### src/rtl/keypad_press_emulator.sv
// rtl/keypad_press_emulator.sv - key matrix emulator turning a two-digit guess into timed key and button presses
module keypad_press_emulator #(
    parameter int HOLD_CYCLES   = 50000,
    parameter int GAP_CYCLES    = 50000,
    parameter int BOUNCE_CYCLES = 0
) (
    input  logic       clk,
    input  logic       reset,
    input  logic [3:0] keypadRow,
    output logic [3:0] keypadCol,
    output logic       button_out,
    input  logic       cmd_valid,
    output logic       cmd_ready,
    input  logic [6:0] cmd_guess,
    output logic       busy,
    output logic       done,
    output logic       err
);

    localparam int MAX_CYC = (HOLD_CYCLES > GAP_CYCLES) ? HOLD_CYCLES : GAP_CYCLES;
    localparam int CW      = $clog2(MAX_CYC + 1);
    localparam logic [CW-1:0] HOLD_LAST = CW'(HOLD_CYCLES - 1);
    localparam logic [CW-1:0] GAP_LAST  = CW'(GAP_CYCLES - 1);

    typedef enum logic [2:0] {
        S_IDLE, S_PRESS_T, S_GAP_T, S_PRESS_U, S_GAP_U, S_PRESS_B, S_GAP_B, S_FIN
    } state_t;

    state_t          r_state;
    state_t          w_state_next;
    logic [CW-1:0]   r_cnt;
    logic [3:0]      r_tens;
    logic [3:0]      r_units;
    logic            r_err;

    logic            w_accept;
    logic            w_in_range;
    logic [3:0]      w_tens;
    logic [3:0]      w_units;
    logic [3:0]      w_digit;
    logic [1:0]      w_row;
    logic [1:0]      w_col;
    logic            w_bouncing;
    logic            w_closed;
    logic            w_key_phase;

    assign cmd_ready  = (r_state == S_IDLE);
    assign busy       = (r_state != S_IDLE);
    assign done       = (r_state == S_FIN);
    assign err        = r_err;
    assign w_accept   = cmd_valid && cmd_ready;
    assign w_in_range = (cmd_guess <= 7'd99);

    // Tens digit by threshold chain; units are then exact modulo 16 because they are below 10
    always_comb begin
        w_tens = 4'd0;
        for (int k = 1; k <= 9; k++) begin
            if (cmd_guess >= 7'(10 * k)) begin
                w_tens = 4'(k);
            end
        end
        w_units = cmd_guess[3:0] - (w_tens * 4'd10);
    end

    // Chatter only exists when a bounce window is configured: odd indices inside it read open
    generate
        if (BOUNCE_CYCLES > 0) begin : g_bounce
            localparam logic [CW-1:0] BOUNCE_W = CW'(BOUNCE_CYCLES);
            assign w_bouncing = (r_cnt < BOUNCE_W) && r_cnt[0];
        end else begin : g_no_bounce
            assign w_bouncing = 1'b0;
        end
    endgenerate

    assign w_closed    = !w_bouncing;
    assign w_key_phase = (r_state == S_PRESS_T) || (r_state == S_PRESS_U);
    assign w_digit     = (r_state == S_PRESS_U) ? r_units : r_tens;
    assign button_out  = (r_state == S_PRESS_B) && w_closed;

    // Map the active digit onto its row/column crossing in the 4x4 matrix
    always_comb begin
        w_row = 2'd3;
        w_col = 2'd1;
        case (w_digit)
            4'd1: begin w_row = 2'd0; w_col = 2'd0; end
            4'd2: begin w_row = 2'd0; w_col = 2'd1; end
            4'd3: begin w_row = 2'd0; w_col = 2'd2; end
            4'd4: begin w_row = 2'd1; w_col = 2'd0; end
            4'd5: begin w_row = 2'd1; w_col = 2'd1; end
            4'd6: begin w_row = 2'd1; w_col = 2'd2; end
            4'd7: begin w_row = 2'd2; w_col = 2'd0; end
            4'd8: begin w_row = 2'd2; w_col = 2'd1; end
            4'd9: begin w_row = 2'd2; w_col = 2'd2; end
            default: begin w_row = 2'd3; w_col = 2'd1; end
        endcase
    end

    // Pull the pressed key's column low only while the scanner strobes its row
    always_comb begin
        keypadCol = 4'b1111;
        if (w_key_phase && w_closed && !keypadRow[w_row]) begin
            keypadCol[w_col] = 1'b0;
        end
    end

    // Next-state: fixed-length press and release phases for tens, units and confirm
    always_comb begin
        w_state_next = r_state;
        case (r_state)
            S_IDLE:    if (w_accept && w_in_range) w_state_next = S_PRESS_T;
            S_PRESS_T: if (r_cnt == HOLD_LAST) w_state_next = S_GAP_T;
            S_GAP_T:   if (r_cnt == GAP_LAST)  w_state_next = S_PRESS_U;
            S_PRESS_U: if (r_cnt == HOLD_LAST) w_state_next = S_GAP_U;
            S_GAP_U:   if (r_cnt == GAP_LAST)  w_state_next = S_PRESS_B;
            S_PRESS_B: if (r_cnt == HOLD_LAST) w_state_next = S_GAP_B;
            S_GAP_B:   if (r_cnt == GAP_LAST)  w_state_next = S_FIN;
            S_FIN:     w_state_next = S_IDLE;
            default:   w_state_next = S_IDLE;
        endcase
    end

    // State, shared phase counter (restarts on every state change), latched digits and reject pulse
    always_ff @(posedge clk) begin
        if (reset) begin
            r_state <= S_IDLE;
            r_cnt   <= '0;
            r_tens  <= 4'd0;
            r_units <= 4'd0;
            r_err   <= 1'b0;
        end else begin
            r_state <= w_state_next;
            r_err   <= w_accept && !w_in_range;
            if (w_state_next != r_state || r_state == S_IDLE) begin
                r_cnt <= '0;
            end else begin
                r_cnt <= r_cnt + CW'(1);
            end
            if (w_accept && w_in_range) begin
                r_tens  <= w_tens;
                r_units <= w_units;
            end
        end
    end

endmodule
### config.mk
export PLATFORM = sky130hd
export DESIGN_NAME = keypad_press_emulator
export DESIGN_NICKNAME = d
export VERILOG_FILES = /design/src/rtl/keypad_press_emulator.sv
export SDC_FILE = /design/constraint.sdc
export NUM_CORES = 1
export LEC_CHECK = 0
export BUFFER_PORTS_ARGS = -buffer_cell sky130_fd_sc_hd__buf_2
export CAP_MARGIN = 20
export CORE_UTILIZATION = 55
export CTS_CLUSTER_DIAMETER = 150
export DETAILED_ROUTE_END_ITERATION = 16
export GPL_TIMING_DRIVEN = 0
export PLACE_DENSITY = 0.86
export SYNTH_ARGS = -nofsm -noshare
export SYNTH_HDL_FRONTEND = slang
export SYNTH_SLANG_ARGS = --single-unit
### constraint.sdc
create_clock -name clk -period 7.9 [get_ports clk]
set_input_delay 1.58 -clock clk [delete_from_list [all_inputs] [get_ports clk]]
set_output_delay 1.58 -clock clk [all_outputs]
set_load 0.1 [all_outputs]
# Word level (Yosys, flattened, before mapping)
# Memories as Yosys holds them, arrays and structs flattened.
# Cells that the tools add are included.
dict set report op_classes {
  n_addsub 2
  mul 1
  order_cmp 13
  eq_ne 9
  mux 23
  bitwise 1
  reduce_logical 12
}
# operator n
set op_table {}
lappend op_table {{two-way mux 4 bit} 7}
lappend op_table {{two-way mux 3 bit} 8}
lappend op_table {{case mux 3 bit (8 select lines)} 1}
lappend op_table {{greater-or-equal comparator 7 x 6 -> 1 bit (second input constant)} 3}
lappend op_table {{greater-or-equal comparator 7 bit (second input constant)} 3}
lappend op_table {{adder 16 x 1 -> 16 bit (second input constant)} 1}
lappend op_table {{== test 16 bit (second input constant)} 1}
lappend op_table {{greater-or-equal comparator 7 x 5 -> 1 bit (second input constant)} 2}
lappend op_table {{== test 3 bit (second input constant)} 4}
lappend op_table {{greater-or-equal comparator 7 x 4 -> 1 bit (second input constant)} 1}
lappend op_table {{less-or-equal comparator 7 bit (second input constant)} 1}
lappend op_table {{== test 3 x 2 -> 1 bit (second input constant)} 2}
lappend op_table {{less-than comparator 2 x 3 -> 1 bit (second input constant)} 2}
lappend op_table {{logical AND 1 bit} 5}
lappend op_table {{multiplier 4 x 3 -> 3 bit (second input constant)} 1}
lappend op_table {{two-way mux 2 bit} 2}
lappend op_table {{inverter 4 bit} 1}
lappend op_table {{subtractor 4 bit} 1}
lappend op_table {{== test 3 x 1 -> 1 bit (second input constant)} 1}
lappend op_table {{logical NOT 3 bit} 1}
lappend op_table {{two-way mux 1 bit} 3}
lappend op_table {{!= test 3 bit} 1}
lappend op_table {{nonzero test 3 bit} 1}
lappend op_table {{binary-select mux 1 bit (select 2 bit)} 1}
lappend op_table {{5 further kinds} 7}
dict set report totals {
  reg_bits 28
  romBits 64
  inputBits 14
  n_memories 1
}
# memory words width read_ports rd_ports_with_merged_regs write_ports line
set mem_list {}
lappend mem_list {{(name not given)} 16 4 1 0 0 84} ;# case (w_digit)

# Depth between registers and ports, before layout
# Gate-level depths: netlist of the first run.
dict set report depth {
  depth_word 12
  depth_mapped 10
}

# Least setup slack after synthesis of the first run
# Ideal clock, no wire load.
dict set report synth_path {
  kind {input -> output}
  start {input port keypadRow[1]}
  end {output port keypadCol[0]}
  arrival_ps 3195
  setup_slack_ps 3125
  stages 5
  path_buffers 0
  path_cell_list {a21boi_0 -> mux2i_1 -> o32ai_1 -> nor4_2 -> nand4bb_1}
}
dict set report synth_between {
  elab_chain_len 5
}
# item line
set synth_lines {}
lappend synth_lines {{from (decl)} 9} ;# input logic [3:0] keypadRow,
lappend synth_lines {{binary-select mux 1 bit (select 2 bit)} 101} ;# if (w_key_phase && w_closed && !keypadRow[w_row]) begin
lappend synth_lines {{two-way mux 1 bit (not written as such)} 101}
lappend synth_lines {{logical NOT 1 bit} 101}
lappend synth_lines {{logical AND 1 bit} 101}
lappend synth_lines {{two-way mux 4 bit} 101}
lappend synth_lines {{to (decl)} 10} ;# output logic [3:0] keypadCol,
# Every way passes these cells. The select of a mux whose other input is x is not followed.

# Final worst setup path of the first run
# Ends and elaborated chain as after synthesis.

==> flow_metrics.py, run 1 <==
metrics = {
    "status": {
        "outcome": "finished clean",
    },
    "setup_path": {
        "r2r.worst_path.cells": 8,
        "rr_endpoint": "r_cnt[7]",
        "crit_family": "buffers and inverters",
        "cp-start-kind": "input port",
        "worstSetupPathType": "input port to primary output",
        "worstPathRequired_ps": 6320,
        "path_cells": "buf_2 > a21boi_0 > mux2i_1 > o32ai_1 > nor4_2 > nand4bb_1 > buf_2",
        "cp_max_fo": 3,
        "crit_top_cell": "buf_2",
        "cp-end-kind": "primary output",
        "cpPeakStageDelay_ps": 420,
        "r2r_start": "r_cnt[0]",
        "ff2ff_setup_slack_ps": 5930,
        "worst-path-buf-inv": 2,
        "crit_slowest_cell": "buf_2",
        "worstPathArrival_ps": 2850,
    },
    "grt": {
        "first_global_vias": 1505,
        "grt_max_degree": 17,
        "antenna_found_initial": 0,
        "gr-usage-all-layers_pct": 22.8,
        "grt_overflow": 0,
        "grt_first_pass_wirelength_mm": 6.44,
    },
    "cts": {
        "tritoncts": "built",
        "path_clk_slew_ps": 150,
        "cts-resized-gates": 0,
        "cts_buffers": 3,
        "cts.path.max_buffers": 2,
        "postCtsHoldBufs": 0,
        "post_cts_buffers": 0,
        "clock_latency_ps": 330,
        "htree_levels": 1,
        "clock-sinks": 28,
        "cts_root_buffer": "clkbuf_4",
    },
    "finish": {
        "final_cell_mix": "buf_2 (28), dfxtp_1 (28), nor2_1 (25), nand2_1 (18), a21oi_1 (14)",
        "design_area_um2": 2080,
        "area_growth_syn_to_layout_pct": 11.4,
        "finalNetCount": 277,
        "final_cells": 303,
        "nFillCells": 293,
        "n_antenna_cell": 0,
        "drive_gt1_share_pct": 16.2,
    },
    "pwr": {
        "leakagePower_uw": 0.000787,
        "pwr_density_cell_nw_per_um2": 150,
        "vdd_drop_max_mv": 0.0855,
    },
    "hold_path": {
        "hold_class": "register to register",
        "min_path_cells": 1,
        "hold_end": "r_cnt[0]",
        "hp-start": "r_cnt[0]",
    },
    "placed_design": {
        "post_dp_cell_area_um2": 2030,
        "place.gp.congestion": 0.821,
        "io_buffers": 21,
        "dp_hpwl_mm": 2.76,
        "dpl.cell_count": 299,
    },
    "yosys": {
        "synth_area_um2": 1870,
        "ys_async_sr_fraction_pct": 0,
        "synthCells": 234,
        "synth_ff_type": "dfxtp_1",
        "synthXorXnorAreaFrac_pct": 7.51,
        "synth_top_family_by_area": "simple AND/OR/NAND/NOR gates",
        "yosysSeqAreaShare_pct": 30.0,
        "syn_nets": 251,
        "yosysTopAreaCell": "dfxtp_1",
        "synth_top_area_share_pct": 30.0,
        "synth.area.mux_share_pct": 3.22,
        "syn_avg_cell_area_um2": 7.98,
        "synth_warnings": 0,
        "ys_seq_elements": 28,
        "synth_enable_flop_cells": 0,
        "synthTopCellsByArea": "dfxtp_1 (30%), nor2_1 (5.0%), xor2_1 (4.2%)",
        "yosys.area_share.simple_pct": 32.0,
        "synth_cell_types": 59,
        "synth_adder_area_share_pct": 2.95,
        "synth_compound_area_share_pct": 17.0,
    },
    "sta": {
        "tightest_slew_ps": 533,
        "period_minus_slack_ps": 4430,
        "post-route-period-util_pct": 56.1,
        "hold_slack_ps": 482,
        "hold_violations": 0,
        "tns_ps": 0,
        "rsz0062_at_grt": "false",
        "finalClockSkew_ps": 11.2,
        "setup_viol": 0,
        "slew_headroom_pct": 63.9,
        "drv_slew": 0,
        "max_freq_mhz": 226,
    },
    "floorplan": {
        "dieArea_um2": 3630,
        "die_w_um": 60.3,
        "ioPinCount": 23,
        "initial_core_util_pct": 59.7,
        "die_y_um": 60.3,
        "core.rowCount": 20,
        "core_um2": 3130,
    },
    "run": {
        "drv_cap": 0,
    },
    "routing": {
        "vias": 1733,
        "drt_wl_total_mm": 3.78,
        "wire_per_inst_um": 12.5,
        "drt_pre_antenna_iters": 7,
        "drc": 0,
        "first_iter_violations": 104,
        "via_per_inst": 5.72,
        "ant_nets": 0,
    },
}
[area by class of cell]
cell class | count | area (um2) | share of cell area [%]
buffer | 19 | 98.8 | 4.75
clock buffer | 3 | 22.5 | 1.08
clock inverter | 1 | 30.0 | 1.44
inverter | 9 | 33.8 | 1.62
multi-input combinational | 178 | 1170 | 56.4
sequential | 28 | 561 | 27.0
tap | 44 | 55.1 | 2.65
timing repair buffer | 21 | 105 | 5.05
[per-layer routing]
layer | vias up | track usage [%] | share of wire (%)
met5 | - | 0 | 0
met3 | 5 | 2.38 | 3.4
met4 | 0 | 6.98 | 1.2
met2 | 38 | 35.6 | 46
li1 | 884 | - | -
met1 | 806 | 32.5 | 50
[state kept, by name (all words and copies together) (netlist names)]
register	cells
r_cnt	16
r_tens	4
r_units	4
r_state	3
err	1
[cell usage after synthesis (all sizes together) (3+ instances only)]
cell type  count
nand2         18
nand3          6
and4           3
nor3           5
nor2b          4
mux2i          6
nor4b          4
xnor2          7
or3            4
buf           10
nor4bb         3
a21oi         14
nand2b         6
dfxtp         28
clkbuf         9
and3           4
nand4          6
o21ai         10
inv            9
nor2          25
a211oi         5
xor2           9
[logic make-up (layout without fill, tap and decap cells)]
| group | count (synthesis) | after routing |
|---|---|---|
| AOI/OAI and AO/OA | 48 | 48 |
| xor gates and xnor gates | 16 | 16 |
| adders and majority gates | 4 | 4 |
| buffers and inverters | 28 | 53 |
| DFF | 28 | 28 |
| muxes | 6 | 6 |
| other | 1 | 1 |
| and+or+nand+nor | 103 | 103 |
[report_power, final]
group | switching, uW | internal, uW
Clock | 41.1 | 51.3
Combinational | 46.2 | 24.7
Sequential | 3.85 | 145
Total | 91.2 | 222
[metrics by stage]
step / setup slack (ps) / total power, uW / util (%)
floorplan: 3130 / 208 / -
global placement: 3480 / 221 / 64.8
detailed placement: 3460 / 223 / 64.8
CTS: 3460 / 314 / 66.5
global route: 3400 / 330 / 66.5
finish: 3470 / 313 / 66.5
[how the worst max path moves through the flow]
stage / depth (start not counted) / start / endpoint
4_1_cts: 7 / keypadRow[1] / keypadCol[0]
3_3_place_gp: 7 / keypadRow[1] / keypadCol[0]
3_5_place_dp: 7 / keypadRow[1] / keypadCol[0]
6_report: 7 / keypadRow[1] / keypadCol[0]
5_1_grt: 7 / keypadRow[1] / keypadCol[0]
2_1_floorplan: 5 / keypadRow[1] / keypadCol[0]
Power figures use the tool's default switching activity.
==> run 2: changes to the inputs <==
--- a/config.mk
+++ b/config.mk
@@ -5,13 +5,14 @@
 export SDC_FILE = /design/constraint.sdc
 export NUM_CORES = 1
 export LEC_CHECK = 0
+export ABC_AREA = 1
 export BUFFER_PORTS_ARGS = -buffer_cell sky130_fd_sc_hd__buf_2
 export CAP_MARGIN = 20
-export CORE_UTILIZATION = 55
+export CORE_UTILIZATION = 51
 export CTS_CLUSTER_DIAMETER = 150
 export DETAILED_ROUTE_END_ITERATION = 16
 export GPL_TIMING_DRIVEN = 0
-export PLACE_DENSITY = 0.86
+export PLACE_DENSITY = 0.85
 export SYNTH_ARGS = -nofsm -noshare
 export SYNTH_HDL_FRONTEND = slang
 export SYNTH_SLANG_ARGS = --single-unit
==> constraint.sdc (replaced) <==
create_clock -name clk -period 3.85 [get_ports clk]
set_input_delay 0.77 -clock clk [delete_from_list [all_inputs] [get_ports clk]]
set_output_delay 0.77 -clock clk [all_outputs]
set_load 0.1 [all_outputs]
==> run 2 against run 1 <==
Compared with the run above:
- sequential cell count stayed put
- sequential share of layout area rose by 3.3 points
- cell area down 11%
- largest power group unchanged
==> flow_metrics.py, run 2 <==
metrics = {
    "finish": {
        "finalNetCount": 294,
        "final_common_cell": "nand2_1",
        "area_growth_syn_to_layout_pct": 11.8,
        "top_register": "r_cnt",
        "largest_register_ffs": 16,
        "n_antenna_cell": 0,
        "final_cell_mix": "nand2_1 (47), inv_1 (42), nor2_1 (37), dfxtp_1 (28), buf_2 (21)",
        "reg_top3": "r_cnt (16), r_tens (4), r_units (4)",
        "drive_gt1_share_pct": 13.0,
        "final_cells": 320,
    },
    "cts": {
        "tritoncts": "built",
        "htree_levels": 1,
        "cts.path.max_buffers": 2,
        "postCtsHoldBufs": 0,
        "post_cts_buffers": 0,
        "cts-resized-gates": 0,
        "path_clk_slew_ps": 150,
        "clock-sinks": 28,
        "clock_latency_ps": 330,
        "cts_buffers": 3,
        "cts_root_buffer": "clkbuf_4",
    },
    "sta": {
        "tns_ps": 0,
        "max_freq_mhz": 297,
        "hold_slack_ps": 480,
        "finalClockSkew_ps": 11.0,
        "period_minus_slack_ps": 3360,
        "drv_slew": 0,
        "rsz0062_at_grt": "false",
        "setup_viol": 0,
        "setup_slack_ps": 487,
        "post-route-period-util_pct": 87.3,
        "hold_violations": 0,
    },
    "placed_design": {
        "dpl.cell_count": 316,
        "io_buffers": 21,
        "place.gp.congestion": 0.785,
        "dp_hpwl_mm": 2.64,
        "dp_slack_ps": 810,
    },
    "floorplan": {
        "core_um2": 3080,
        "die_y_um": 59.0,
        "dieArea_um2": 3480,
        "ioPinCount": 23,
        "die_w_um": 59.0,
        "core.rowCount": 20,
        "initial_core_util_pct": 53.9,
    },
    "routing": {
        "drc": 0,
        "drt_wl_total_mm": 3.25,
        "vias": 1607,
        "via_per_inst": 5.02,
        "drt_pre_antenna_iters": 4,
        "first_iter_violations": 59,
        "wire_per_inst_um": 10.1,
        "ant_nets": 0,
    },
    "yosys": {
        "yosysTopAreaCell": "dfxtp_1",
        "yosysSeqAreaShare_pct": 33.8,
        "ys_async_sr_fraction_pct": 0,
        "synth_top_family_by_area": "simple AND/OR/NAND/NOR gates",
        "synth_top_area_share_pct": 33.8,
        "synth_compound_area_share_pct": 14.5,
        "yosys-top-cells-count": "nand2_1 (47), inv_1 (42), nor2_1 (37), dfxtp_1 (28), a21oi_1 (18)",
        "synthCells": 251,
        "synth_ff_type": "dfxtp_1",
        "synthTopCellsByArea": "dfxtp_1 (34%), nand2_1 (11%), inv_1 (9.5%)",
        "synth_warnings": 0,
        "synth_adder_area_share_pct": 2.72,
        "synth_area_um2": 1660,
        "synthXorXnorAreaFrac_pct": 4.23,
        "synth.area.mux_share_pct": 0,
        "synth_cell_types": 31,
        "synth_enable_flop_cells": 0,
        "syn_nets": 268,
        "syn_avg_cell_area_um2": 6.60,
        "synth_most_common_cell": "nand2_1",
        "ys_seq_elements": 28,
        "yosys.area_share.simple_pct": 33.4,
    },
    "setup_path": {
        "worstPathArrival_ps": 2590,
        "cp-start-kind": "register",
        "crit_slowest_cell": "buf_2",
        "cp_max_fo": 8,
        "worstPathRequired_ps": 3080,
        "cp-end-kind": "primary output",
        "r2r.worst_path.cells": 10,
        "r2r_start": "r_cnt[0]",
        "rr_endpoint": "r_cnt[0]",
        "timing.critical_path.from": "r_state[2]",
        "worstSetupPathType": "register to primary output",
        "cpPeakStageDelay_ps": 430,
        "ff2ff_setup_slack_ps": 1950,
        "path_cells": "inv_1 > nand3_2 > o21ai_0 > inv_1 > nor3_1 > nor2_1 > nand2_1 > or2_1 > nand2_1 > nand4_1 > buf_2",
    },
    "grt": {
        "grt_first_pass_wirelength_mm": 5.35,
        "antenna_found_initial": 0,
        "first_global_vias": 1405,
        "grt_max_degree": 16,
        "gr-usage-all-layers_pct": 19.6,
        "grt_overflow": 0,
    },
    "pwr": {
        "power_uw": 592,
        "vdd_drop_max_mv": 0.236,
        "leakagePower_uw": 0.000794,
        "pwr_density_cell_nw_per_um2": 319,
    },
    "run": {
        "drv_cap": 0,
    },
    "hold_path": {
        "min_path_cells": 1,
        "hp-start": "r_cnt[0]",
        "hold_end": "r_cnt[0]",
        "hold_class": "register to register",
    },
    "status": {
        "outcome": "finished clean",
    },
}
-- run 2: cell types whose count changed after synthesis, sizes merged, moves of 5 or more --
cell,before,now
inv,9,43
nand2,18,47
nor2,25,37
buf,10,2
clkbuf,9,1
o21ai,10,18
a21oi,14,20
mux2i,6,0
nand2b,6,0
nand3,6,12
xnor2,7,2
-- run 2: cell type report --
| type | count | area [um2] |
|---|---|---|
| clock buffers | 4 | 36.3 |
| fillers | 302 | 1220 |
| plain buffers | 3 | 22.5 |
| repair buffers | 21 | 105 |
| flip-flops and latches | 28 | 561 |
| multi-input cells | 177 | 913 |
| inverters | 43 | 161 |
| well taps | 44 | 55.1 |
-- run 2: critical path, delay by kind of cell (launching register included) --
family / cells / cell delay [ps]
simple gates: 7 / 870
flops: 1 / 380
buf+inv: 3 / 680
compound gates: 1 / 340
-- run 2: report_power, final --
part	total, uW	switching [uW]	leakage (uW)	internal [uW]
Combinational	146	105	0.000545	41.2
Clock	141	83.3	0.0000210	57.9
Sequential	305	5.23	0.000228	300
-- run 2: cell families (layout without fill, tap and decap cells) --
group	Yosys count	after routing
simple gates	121	121
fa+ha+maj	3	3
compound gates	44	44
other cells	1	1
buf+inv	46	71
flops	28	28
xor+xnor	8	8
-- run 2: through the flow --
step / area (um2) / utilization [%]
global placement: 1820 / 59.1
detailed placement: 1820 / 59.1
global route: 1850 / 60.2
floorplan: 1660 / -
finish: 1850 / 60.2
CTS: 1850 / 60.2
-- run 2: per-layer routing --
layer | global-route usage (%) | part of all wire [%]
met5 | 0 | 0
met4 | 4.08 | 0.89
met3 | 3.93 | 3.4
met2 | 37.2 | 50
met1 | 22.5 | 46
-- run 2: worst max path at each step --
stage,endpoint,slack [ps],cells after the start
2_1_floorplan,busy,510,2
3_3_place_gp,keypadCol[2],920,11
3_5_place_dp,r_units[3],810,21
4_1_cts,keypadCol[0],480,11
5_1_grt,keypadCol[0],250,11
6_report,keypadCol[0],490,11
